===== config.mk =====
export PLATFORM = sky130hd
export DESIGN_NAME = ddr3_wr_control_flat
export DESIGN_NICKNAME = d
export VERILOG_FILES = /design/src/rtl/ddr3_wr_control_if.sv /design/src/rtl/ddr3_wr_control.sv /design/src/flat_wrapper.sv
export SDC_FILE = /design/constraint.sdc
export NUM_CORES = 1
export LEC_CHECK = 0
export ABC_CLOCK_PERIOD_IN_PS = 5200
export CAP_MARGIN = 20
export CORE_ASPECT_RATIO = 2
export CORE_MARGIN = 8
export CORE_UTILIZATION = 54
export CTS_BUF_LIST = sky130_fd_sc_hd__clkbuf_8 sky130_fd_sc_hd__clkbuf_16
export CTS_CLUSTER_DIAMETER = 150
export CTS_CLUSTER_SIZE = 10
export DETAILED_ROUTE_END_ITERATION = 8
export PLACE_DENSITY_LB_ADDON = 0.08
export SYNTH_ARGS = -nofsm -noshare
export SYNTH_HDL_FRONTEND = slang
export SYNTH_SLANG_ARGS = --single-unit

===== constraint.sdc =====
create_clock -name clk -period 5.2 [get_ports clk]
set_clock_uncertainty 0.05 [all_clocks]
set_input_delay 1.04 -clock clk [delete_from_list [all_inputs] [get_ports clk]]
set_output_delay 1.04 -clock clk [all_outputs]
set_load 0.03 [all_outputs]

===== src/rtl/ddr3_wr_control_if.sv =====
// Write-FIFO and MIG app/WDF handshake signals used by ddr3_wr_control.
// master = the write controller, slave = the FIFO/MIG side.
interface ddr3_wr_control_if #(
    parameter int unsigned ADDR_W = 23
);
    logic              ddr3_wr_fifo_empty;
    logic              ddr3_wr_fifo_tlast;
    logic              ddr3_wr_fifo_rd_en;
    logic              app_wdf_rdy;
    logic              app_wdf_wren;
    logic              app_wdf_end;
    logic              app_rdy;
    logic              app_en;
    logic [2:0]        app_cmd;
    logic [ADDR_W+2:0] ddr3_wr_addr;

    modport master (
        input  ddr3_wr_fifo_empty,
        input  ddr3_wr_fifo_tlast,
        input  app_wdf_rdy,
        input  app_rdy,
        output ddr3_wr_fifo_rd_en,
        output app_wdf_wren,
        output app_wdf_end,
        output app_en,
        output app_cmd,
        output ddr3_wr_addr
    );

    modport slave (
        output ddr3_wr_fifo_empty,
        output ddr3_wr_fifo_tlast,
        output app_wdf_rdy,
        output app_rdy,
        input  ddr3_wr_fifo_rd_en,
        input  app_wdf_wren,
        input  app_wdf_end,
        input  app_en,
        input  app_cmd,
        input  ddr3_wr_addr
    );
endinterface


===== src/rtl/ddr3_wr_control.sv =====
// Drains one fill of 128-bit bursts from the write FIFO into the MIG: WDF beats go first,
// the matching write commands follow, with at most MAX_AHEAD beats outstanding.
module ddr3_wr_control #(
    parameter int unsigned MAX_AHEAD = 8,
    parameter int unsigned ADDR_W    = 23,
    parameter int unsigned CNT_W     = 24
) (
    input  logic              clk,
    input  logic              reset_n,
    input  logic              acq_enabled,
    input  logic              enable_writing,
    input  logic [ADDR_W-1:0] ddr3_wr_start_addr,
    input  logic [CNT_W-1:0]  ddr3_wr_burst_cnt,
    output logic              writing_done,
    output logic              wr_error,
    ddr3_wr_control_if.master bus
);

    localparam logic [2:0] StIdle  = 3'b001;
    localparam logic [2:0] StWrite = 3'b010;
    localparam logic [2:0] StDone  = 3'b100;

    localparam logic [3:0] AheadMax = 4'(MAX_AHEAD);

    (* ASYNC_REG = "TRUE" *) logic sync1_q;
    (* ASYNC_REG = "TRUE" *) logic sync2_q;
    (* ASYNC_REG = "TRUE" *) logic sync3_q;

    logic              start_pulse_d, start_pulse_q;
    logic [2:0]        state_d, state_q;
    logic [ADDR_W-1:0] address_gen_d, address_gen_q;
    logic [CNT_W-1:0]  addr_cntr_d, addr_cntr_q;
    logic [CNT_W-1:0]  data_cntr_d, data_cntr_q;
    logic [3:0]        ahead_cnt_d, ahead_cnt_q;
    logic              wr_error_d, wr_error_q;

    logic in_write;
    logic wdf_go;
    logic cmd_valid;
    logic cmd_accept;
    logic tlast_bad;

    always_ff @(posedge clk or negedge reset_n) begin
        if (!reset_n) begin
            sync1_q <= 1'b0;
            sync2_q <= 1'b0;
            sync3_q <= 1'b0;
        end else begin
            sync1_q <= enable_writing;
            sync2_q <= sync1_q;
            sync3_q <= sync2_q;
        end
    end

    assign start_pulse_d = sync2_q & ~sync3_q;

    assign in_write   = (state_q == StWrite);
    assign wdf_go     = in_write & acq_enabled & ~bus.ddr3_wr_fifo_empty & bus.app_wdf_rdy &
                        (data_cntr_q != '0) & (ahead_cnt_q < AheadMax);
    // A command is only issued once its data beat is already in the WDF.
    assign cmd_valid  = in_write & (addr_cntr_q != '0) & (ahead_cnt_q != 4'd0);
    assign cmd_accept = cmd_valid & bus.app_rdy;
    assign tlast_bad  = bus.ddr3_wr_fifo_tlast ^ (data_cntr_q == CNT_W'(1));

    always_comb begin
        state_d = state_q;
        if (!sync2_q) begin
            state_d = StIdle;
        end else begin
            case (state_q)
                StIdle:  if (start_pulse_q) state_d = StWrite;
                StWrite: if ((data_cntr_q == '0) && (addr_cntr_q == '0)) state_d = StDone;
                StDone:  state_d = StDone;
                default: state_d = StIdle;
            endcase
        end
    end

    always_comb begin
        address_gen_d = address_gen_q;
        addr_cntr_d   = addr_cntr_q;
        data_cntr_d   = data_cntr_q;
        ahead_cnt_d   = ahead_cnt_q;
        wr_error_d    = wr_error_q;
        if (start_pulse_q) begin
            address_gen_d = ddr3_wr_start_addr;
            addr_cntr_d   = ddr3_wr_burst_cnt;
            data_cntr_d   = ddr3_wr_burst_cnt;
            ahead_cnt_d   = 4'd0;
            wr_error_d    = 1'b0;
        end else begin
            if (wdf_go) begin
                data_cntr_d = data_cntr_q - CNT_W'(1);
                if (tlast_bad) wr_error_d = 1'b1;
            end
            if (cmd_accept) begin
                address_gen_d = address_gen_q + ADDR_W'(1);
                addr_cntr_d   = addr_cntr_q - CNT_W'(1);
            end
            case ({wdf_go, cmd_accept})
                2'b10:   ahead_cnt_d = ahead_cnt_q + 4'd1;
                2'b01:   ahead_cnt_d = ahead_cnt_q - 4'd1;
                default: ahead_cnt_d = ahead_cnt_q;
            endcase
        end
    end

    always_ff @(posedge clk or negedge reset_n) begin
        if (!reset_n) begin
            start_pulse_q <= 1'b0;
            state_q       <= StIdle;
            address_gen_q <= '0;
            addr_cntr_q   <= '0;
            data_cntr_q   <= '0;
            ahead_cnt_q   <= 4'd0;
            wr_error_q    <= 1'b0;
        end else begin
            start_pulse_q <= start_pulse_d;
            state_q       <= state_d;
            address_gen_q <= address_gen_d;
            addr_cntr_q   <= addr_cntr_d;
            data_cntr_q   <= data_cntr_d;
            ahead_cnt_q   <= ahead_cnt_d;
            wr_error_q    <= wr_error_d;
        end
    end

    assign bus.app_wdf_wren       = wdf_go;
    assign bus.app_wdf_end        = wdf_go;
    assign bus.ddr3_wr_fifo_rd_en = wdf_go;
    assign bus.app_en             = cmd_valid;
    assign bus.app_cmd            = 3'b000;
    assign bus.ddr3_wr_addr       = {address_gen_q, 3'b000};

    assign writing_done = (state_q == StDone);
    assign wr_error     = wr_error_q;

endmodule


===== src/flat_wrapper.sv =====
// flat-port wrapper written by rule: the top's interface ports become plain ports
module ddr3_wr_control_flat 
#(
    parameter int unsigned MAX_AHEAD = 8,
    parameter int unsigned ADDR_W    = 23,
    parameter int unsigned CNT_W     = 24
)
  (clk, reset_n, acq_enabled, enable_writing, ddr3_wr_start_addr, ddr3_wr_burst_cnt, writing_done, wr_error, bus_ddr3_wr_fifo_empty, bus_ddr3_wr_fifo_tlast, bus_app_wdf_rdy, bus_app_rdy, bus_ddr3_wr_fifo_rd_en, bus_app_wdf_wren, bus_app_wdf_end, bus_app_en, bus_app_cmd, bus_ddr3_wr_addr);
  ddr3_wr_control_if #(.ADDR_W(ADDR_W)) bus_i ();
  input  logic clk;
  input  logic reset_n;
  input  logic acq_enabled;
  input  logic enable_writing;
  input  logic [ADDR_W-1:0] ddr3_wr_start_addr;
  input  logic [CNT_W-1:0] ddr3_wr_burst_cnt;
  output logic writing_done;
  output logic wr_error;
  input wire logic [$bits(bus_i.ddr3_wr_fifo_empty)-1:0] bus_ddr3_wr_fifo_empty;
  input wire logic [$bits(bus_i.ddr3_wr_fifo_tlast)-1:0] bus_ddr3_wr_fifo_tlast;
  input wire logic [$bits(bus_i.app_wdf_rdy)-1:0] bus_app_wdf_rdy;
  input wire logic [$bits(bus_i.app_rdy)-1:0] bus_app_rdy;
  output wire logic [$bits(bus_i.ddr3_wr_fifo_rd_en)-1:0] bus_ddr3_wr_fifo_rd_en;
  output wire logic [$bits(bus_i.app_wdf_wren)-1:0] bus_app_wdf_wren;
  output wire logic [$bits(bus_i.app_wdf_end)-1:0] bus_app_wdf_end;
  output wire logic [$bits(bus_i.app_en)-1:0] bus_app_en;
  output wire logic [$bits(bus_i.app_cmd)-1:0] bus_app_cmd;
  output wire logic [$bits(bus_i.ddr3_wr_addr)-1:0] bus_ddr3_wr_addr;
  assign bus_i.ddr3_wr_fifo_empty = bus_ddr3_wr_fifo_empty;
  assign bus_i.ddr3_wr_fifo_tlast = bus_ddr3_wr_fifo_tlast;
  assign bus_i.app_wdf_rdy = bus_app_wdf_rdy;
  assign bus_i.app_rdy = bus_app_rdy;
  assign bus_ddr3_wr_fifo_rd_en = bus_i.ddr3_wr_fifo_rd_en;
  assign bus_app_wdf_wren = bus_i.app_wdf_wren;
  assign bus_app_wdf_end = bus_i.app_wdf_end;
  assign bus_app_en = bus_i.app_en;
  assign bus_app_cmd = bus_i.app_cmd;
  assign bus_ddr3_wr_addr = bus_i.ddr3_wr_addr;
  ddr3_wr_control #(.MAX_AHEAD(MAX_AHEAD), .ADDR_W(ADDR_W), .CNT_W(CNT_W)) u_core (.clk(clk), .reset_n(reset_n), .acq_enabled(acq_enabled), .enable_writing(enable_writing), .ddr3_wr_start_addr(ddr3_wr_start_addr), .ddr3_wr_burst_cnt(ddr3_wr_burst_cnt), .writing_done(writing_done), .wr_error(wr_error), .bus(bus_i));
endmodule

==> results of run 1 <==
## metrics by stage
step / setup slack (ns) / std cells / hold slack [ns]
after global placement: 0.679 / 693 / 0.295
final: 0.547 / 709 / 0.308
after global routing: 0.397 / 709 / 0.325
after floorplan: 1.58 / 533 / 0.281
after detailed placement: 0.641 / 693 / 0.293
after CTS: 0.565 / 709 / 0.316
## cell families (layout without fill, tap and decap cells)
group	after synthesis	after routing	synth area share, %
AOI/OAI and AO/OA	126	126	19.1
xor gates and xnor gates	37	37	6.35
adders and majority gates	9	9	2.35
buffers and inverters	48	120	4.17
DFF	83	83	40.7
muxes	19	19	4.17
other	1	6	0.0735
and+or+nand+nor	205	205	23.1
## path summary, 6_finish.rpt
| kind | from | end | cells past startpoint |
|---|---|---|---|
| max | u_core.addr_cntr_q[0] | bus_app_en | 7 |
| min | u_core.sync1_q | u_core.sync2_q | 0 |
| max reg2reg | u_core.addr_cntr_q[0] | u_core.ahead_cnt_q[3] | 13 |
| min reg2reg | u_core.sync1_q | u_core.sync2_q | 0 |
| max in group asynchronous | reset_n | u_core.state_q[0] | 2 |
| min in group asynchronous | reset_n | u_core.address_gen_q[3] | 1 |
## final cells by class
class / instances / area share (%)
multi-input cells: 402 / 45.2
well taps: 104 / 2.07
clock inverters: 6 / 0.918
flip-flops and latches: 83 / 33.2
repair buffers: 90 / 14.0
inverters: 14 / 0.838
clock buffers: 10 / 3.81
## state kept, by name, indices dropped and copies added, names as in the netlist
name,count
u_core.addr_cntr_q,24
u_core.data_cntr_q,24
u_core.address_gen_q,23
u_core.ahead_cnt_q,4
u_core.state_q,3
u_core.start_pulse_q,1
u_core.sync1_q,1
u_core.sync2_q,1
u_core.sync3_q,1
u_core.wr_error,1
## power by group
group          switching (mW)  internal, mW  leakage (nW)
Sequential              0.102         0.720         0.969
Clock                   0.261         0.381         0.147
Combinational           0.175         0.169          1.18
Total                   0.538          1.27          2.29
## routing by layer
metal  GRT usage (%)  routed length (µm)
met2            39.9                7630
met3            3.68                 643
met1            23.3                5280
met5               0                   0
met4            10.4                 388
## cells in the final DEF (no fill, tap or decap), types with 5 or more instances in the layout
cell,netlist,routed
dfrtp_1,82,81
o2111ai_1,8,8
buf_4,8,8
ha_1,8,8
nand4_1,12,12
or3_1,13,13
clkbuf_16,0,9
nor3_1,25,25
a21oi_1,9,9
xnor2_1,20,20
nor2_1,40,40
clkdlybuf4s50_1,0,82
o31a_1,13,13
xor2_1,17,17
o31ai_1,15,15
a21boi_0,5,5
conb_1,1,6
nand2_1,24,24
or4_1,17,17
o21ai_0,17,17
a31oi_1,20,20
nor4_1,18,18
inv_1,12,13
nand2b_1,10,10
o311ai_0,9,9
mux2_2,14,14
and4_1,5,5
nand3_1,11,11
==> results.ini, run 1 <==
[worst_setup_path]
cpMostUsedCell = nor3_1
r2r_slack_ns = 0.94
cpPeakStageDelay_ns = 0.69
crit_chain = inv_1 > ha_1 > or4b_1 > or3_1 > nor3_1 > nor3_1 > clkdlybuf4s50_1
slowest_stage = or3_1
worstPathArrival_ns = 3.56
critical_path_peak_fanout = 18
critPathBufInv = 2
critPathCaptureType = output pin
worstSetupStartpointType = register
critPathRequiredTime_ns = 4.11
path_class = register to output pin
path_delay_family = simple AND/OR/NAND/NOR gates

[routing]
firstDrtPassIters = 5
wire_per_inst_um = 19.7
wl_um = 13900
remaining_drc_errors = 0
first_iter_violations = 267
via_per_inst = 6.42
drtAntennaViolNets = 0
vias = 4552

[die]
core-area_um2 = 9260
die_x_um = 84.8
start_util_pct = 55.1
die_area_um2 = 13000
io_pins = 90
die_h_um = 154
placementRows = 50

[synth]
yosysMostFrequentCell = dfrtp_1
ys_async_sr_fraction_pct = 100
ys_ff_latch = 83
yosys.area.top_type_share_pct = 40.2
synth_flop_cell = dfrtp_1
synth_edf_count = 0
yosysTopAreaCell = dfrtp_1
ys_types = 68
yosysWarnings = 0
netlist_area_um2 = 5100
synth_area_leaders = dfrtp_1 (40%), xnor2_1 (3.4%), mux2_2 (3.1%)
syn_inst = 528
yosys-top-cells-count = dfrtp_1 (82), nor2_1 (40), nor3_1 (25)
yosysSeqAreaShare_pct = 40.7
postSynthAreaPerCell_um2 = 9.67

[run_status]
status = complete, no violations

[clock_network]
cts-root-buf = clkbuf_16
cts_tree = done
cts_max_path_buffers = 2
cts_sinks = 83
cts.clk_slew.worst_paths_ns = 0.06
htreeDepth = 3
cts_resized = 0
cts_setup_buffers = 0
cts_buffers = 9
cts_hold_buffers = 0
insertion_delay_ns = 0.34

[final_layout]
drive_gt1_share_pct = 9.42
antennaDiodeCount = 0
fin_area_um2 = 6270
nFillCells = 793
post-route-util_pct = 67.7
seq_area_um2 = 2080
nNetsFinal = 664
area_growth_pct = 22.9
multi_input_area_um2 = 2830

[timing]
setup_viol = 0
min_period_over_period_pct = 89.5
final_hold_viol_count = 0
slew_headroom_pct = 37.1
worst_slew_pin_slew_ns = 0.936
slew_violations = 0
fmax_mhz = 215
setup-tns-final_ns = 0
rsz0062_at_grt = no
period_needed_ns = 4.65

[job]
max_cap_viol_count = 0

[pwr]
power_mw = 1.81
leakage_nw = 2.29
irDropWorstVdd_uv = 275
cellPowerDensity_nw_per_um2 = 288

[placed_design]
hpwlAfterDp_um = 10100
portBuffers = 83
place_area_um2 = 5980
gp_congestion = 0.977

[global_routing]
grt_pass1_wl_um = 23000
overflow = 0
grt_max_degree = 66
grt_util_all_layers_pct = 21.8
grt_pass1_vias = 4623
grt_antenna_before_repair = 0

[hold_path]
hold_path_class = register to register

(Power assumes the default switching activity.)
==> inputs of run 2 (changes only) <==
--- a/config.mk
+++ b/config.mk
@@ -9,12 +9,12 @@
 export CAP_MARGIN = 20
 export CORE_ASPECT_RATIO = 2
 export CORE_MARGIN = 8
-export CORE_UTILIZATION = 54
+export CORE_UTILIZATION = 50
 export CTS_BUF_LIST = sky130_fd_sc_hd__clkbuf_8 sky130_fd_sc_hd__clkbuf_16
 export CTS_CLUSTER_DIAMETER = 150
 export CTS_CLUSTER_SIZE = 10
 export DETAILED_ROUTE_END_ITERATION = 8
-export PLACE_DENSITY_LB_ADDON = 0.08
+export PLACE_DENSITY = 0.76
 export SYNTH_ARGS = -nofsm -noshare
 export SYNTH_HDL_FRONTEND = slang
 export SYNTH_SLANG_ARGS = --single-unit
==> results.ini, run 2 (synthesized netlist as in run 1, its figures left out) <==
[global_routing]
grt_pass1_wl_um = 23100  ; +0.39%
grt_max_degree = 65  ; -1.5%
grt_pass1_vias = 4666  ; +0.93%
grt_antenna_before_repair = 0  ; unchanged
grt_util_all_layers_pct = 20.8  ; -1.0 points
overflow = 0  ; unchanged

[pwr]
leakage_nw = 2.32  ; +1.1%
cellPowerDensity_nw_per_um2 = 300  ; +4.2%
irDropWorstVdd_uv = 206  ; -25%

[worst_setup_path]
worstPathArrival_ns = 3.60  ; +0.04 ns
cpPeakStageDelay_ns = 0.70  ; about the same
crit_chain = inv_1 > ha_1 > or4b_1 > or3_1 > nor3_1 > nor3_1 > clkdlybuf4s50_1
critPathCaptureType = output pin
path_class = register to output pin
critical_path_peak_fanout = 18  ; unchanged
slowest_stage = or3_1
r2r_start = u_core.addr_cntr_q[0]
crit_start = u_core.addr_cntr_q[0]
worstSetupStartpointType = register
cpMostUsedCell = nor3_1
critPathRequiredTime_ns = 4.11  ; about the same
r2r_slack_ns = 0.83  ; -0.11 ns

[timing]
slew_violations = 0  ; unchanged
worst_slew_pin_slew_ns = 1.00  ; +0.0688 ns
fmax_mhz = 213  ; -0.73%
setup-tns-final_ns = 0  ; unchanged
rsz0062_at_grt = no
min_period_over_period_pct = 90.1  ; +0.65 points
period_needed_ns = 4.69  ; +0.0340 ns
final_hold_viol_count = 0  ; unchanged
slew_headroom_pct = 32.1  ; -5.0 points
setup_viol = 0  ; unchanged

[final_layout]
multi_input_area_um2 = 2830  ; unchanged
reg.largest.list = u_core.addr_cntr_q (24), u_core.data_cntr_q (24), u_core.address_gen_q (23)
nFillCells = 868  ; +9.5%
mostFrequentLayoutCell = clkdlybuf4s50_1
final_cell_mix = clkdlybuf4s50_1 (82), dfrtp_1 (81), nor2_1 (40), nor3_1 (25), nand2_1 (24)
antennaDiodeCount = 0  ; unchanged
drive_gt1_share_pct = 9.75  ; +0.33 points
seq_area_um2 = 2080  ; unchanged
area_growth_pct = 24.7
nNetsFinal = 664  ; unchanged
layout.cells.non_filler = 740  ; +4.4%

[clock_network]
insertion_delay_ns = 0.34  ; about the same
cts_hold_buffers = 0  ; unchanged
cts_sinks = 83  ; unchanged
cts_setup_buffers = 0  ; unchanged
cts_buffers = 9  ; unchanged
cts_max_path_buffers = 2  ; unchanged
cts_tree = done
cts.clk_slew.worst_paths_ns = 0.06  ; about the same
htreeDepth = 3  ; unchanged
cts-root-buf = clkbuf_16
cts_resized = 0  ; unchanged

[die]
placementRows = 52  ; +4.0%
die_h_um = 159  ; +3.5%
core-area_um2 = 10000  ; +8.2%
die_area_um2 = 13900  ; +6.8%
start_util_pct = 50.9  ; -4.2 points
die_x_um = 87.5  ; +3.2%
io_pins = 90  ; unchanged

[placed_design]
hpwlAfterDp_um = 10500  ; +4.3%
place_inst = 724  ; +4.5%
portBuffers = 83  ; unchanged
gp_congestion = 0.925  ; -5.3%

[routing]
wire_per_inst_um = 19.0  ; -3.6%
drtAntennaViolNets = 0  ; unchanged
firstDrtPassIters = 5  ; unchanged
via_per_inst = 6.25  ; -2.6%
remaining_drc_errors = 0  ; unchanged
vias = 4627  ; +1.6%
first_iter_violations = 345  ; +29%
wl_um = 14000  ; +0.57%

[hold_path]
holdCritStartpoint = u_core.sync1_q
hold_path_class = register to register

[run_status]
status = complete, no violations

[job]
max_cap_viol_count = 0  ; unchanged

run 2: cell types whose count changed in the layout (fill, tap and decap cells not counted), sizes merged:
cell      delta
clkinv       +2
inv          -2
bufinv       +2
clkinvlp     -2
run 2: through the flow:
stage / setup slack, ns / utilization, % / power, mW / cell area, µm² / hold WS (ns)
floorplan: 1.58 / - / 1.02 / 5120 / 0.281
global placement: 0.640 / 60.0 / 1.16 / 6010 / 0.291
detailed placement: 0.608 / 60.0 / 1.17 / 6010 / 0.296
CTS: 0.565 / 63.5 / 1.92 / 6370 / 0.304
global route: 0.391 / 63.5 / 1.99 / 6370 / 0.307
finish: 0.513 / 63.5 / 1.91 / 6370 / 0.298
run 2: area by class of cell:
type                            count  share of cell area (%)
Inverter                           14                   0.825
Sequential cell                    83                    32.7
Multi-Input combinational cell    402                    44.5
Tap cell                          135                    2.65
Timing Repair Buffer               90                    13.8
Clock inverter                      6                    1.77
Clock buffer                       10                    3.75
run 2: metal layers:
metal | vias to the layer above | wire length (µm) | GRT usage, %
li1 | 2177 | - | -
met1 | 2252 | 4960 | 21.4
met2 | 166 | 7820 | 38.1
met3 | 32 | 800 | 3.93
met4 | 0 | 448 | 9.71
met5 | - | 0 | 0
run 2: where the power goes:
part,internal [mW],leakage (nW),switching (mW)
combinational,0.169,1.18,0.175
sequential,0.720,0.969,0.101
clock,0.483,0.173,0.265
run 2: path summary, 6_finish.rpt:
| check | endpoint | depth (start not counted) |
|---|---|---|
| setup reg to reg | u_core.ahead_cnt_q[3] | 13 |
| min in group asynchronous | u_core.ahead_cnt_q[0] | 1 |
| hold reg to reg | u_core.sync2_q | 0 |
| setup / recovery | bus_app_en | 7 |
| max in group asynchronous | u_core.address_gen_q[9] | 2 |
| hold / removal | u_core.sync2_q | 0 |
run 2: critical path: cells and delay by family, from the launching register on:
family	cells	cell delay [ns]
adders and majority gates	1	0.20
buffers and inverters	2	0.74
DFF	1	0.43
and+or+nand+nor	4	1.89
==> inputs of run 3 (changes only) <==
--- a/config.mk
+++ b/config.mk
@@ -5,7 +5,6 @@
 export SDC_FILE = /design/constraint.sdc
 export NUM_CORES = 1
 export LEC_CHECK = 0
-export ABC_CLOCK_PERIOD_IN_PS = 5200
 export CAP_MARGIN = 20
 export CORE_ASPECT_RATIO = 2
 export CORE_MARGIN = 8
==> results of run 3 <==
Same layout as run 2: the final DEF is identical, and so are final timing and power.
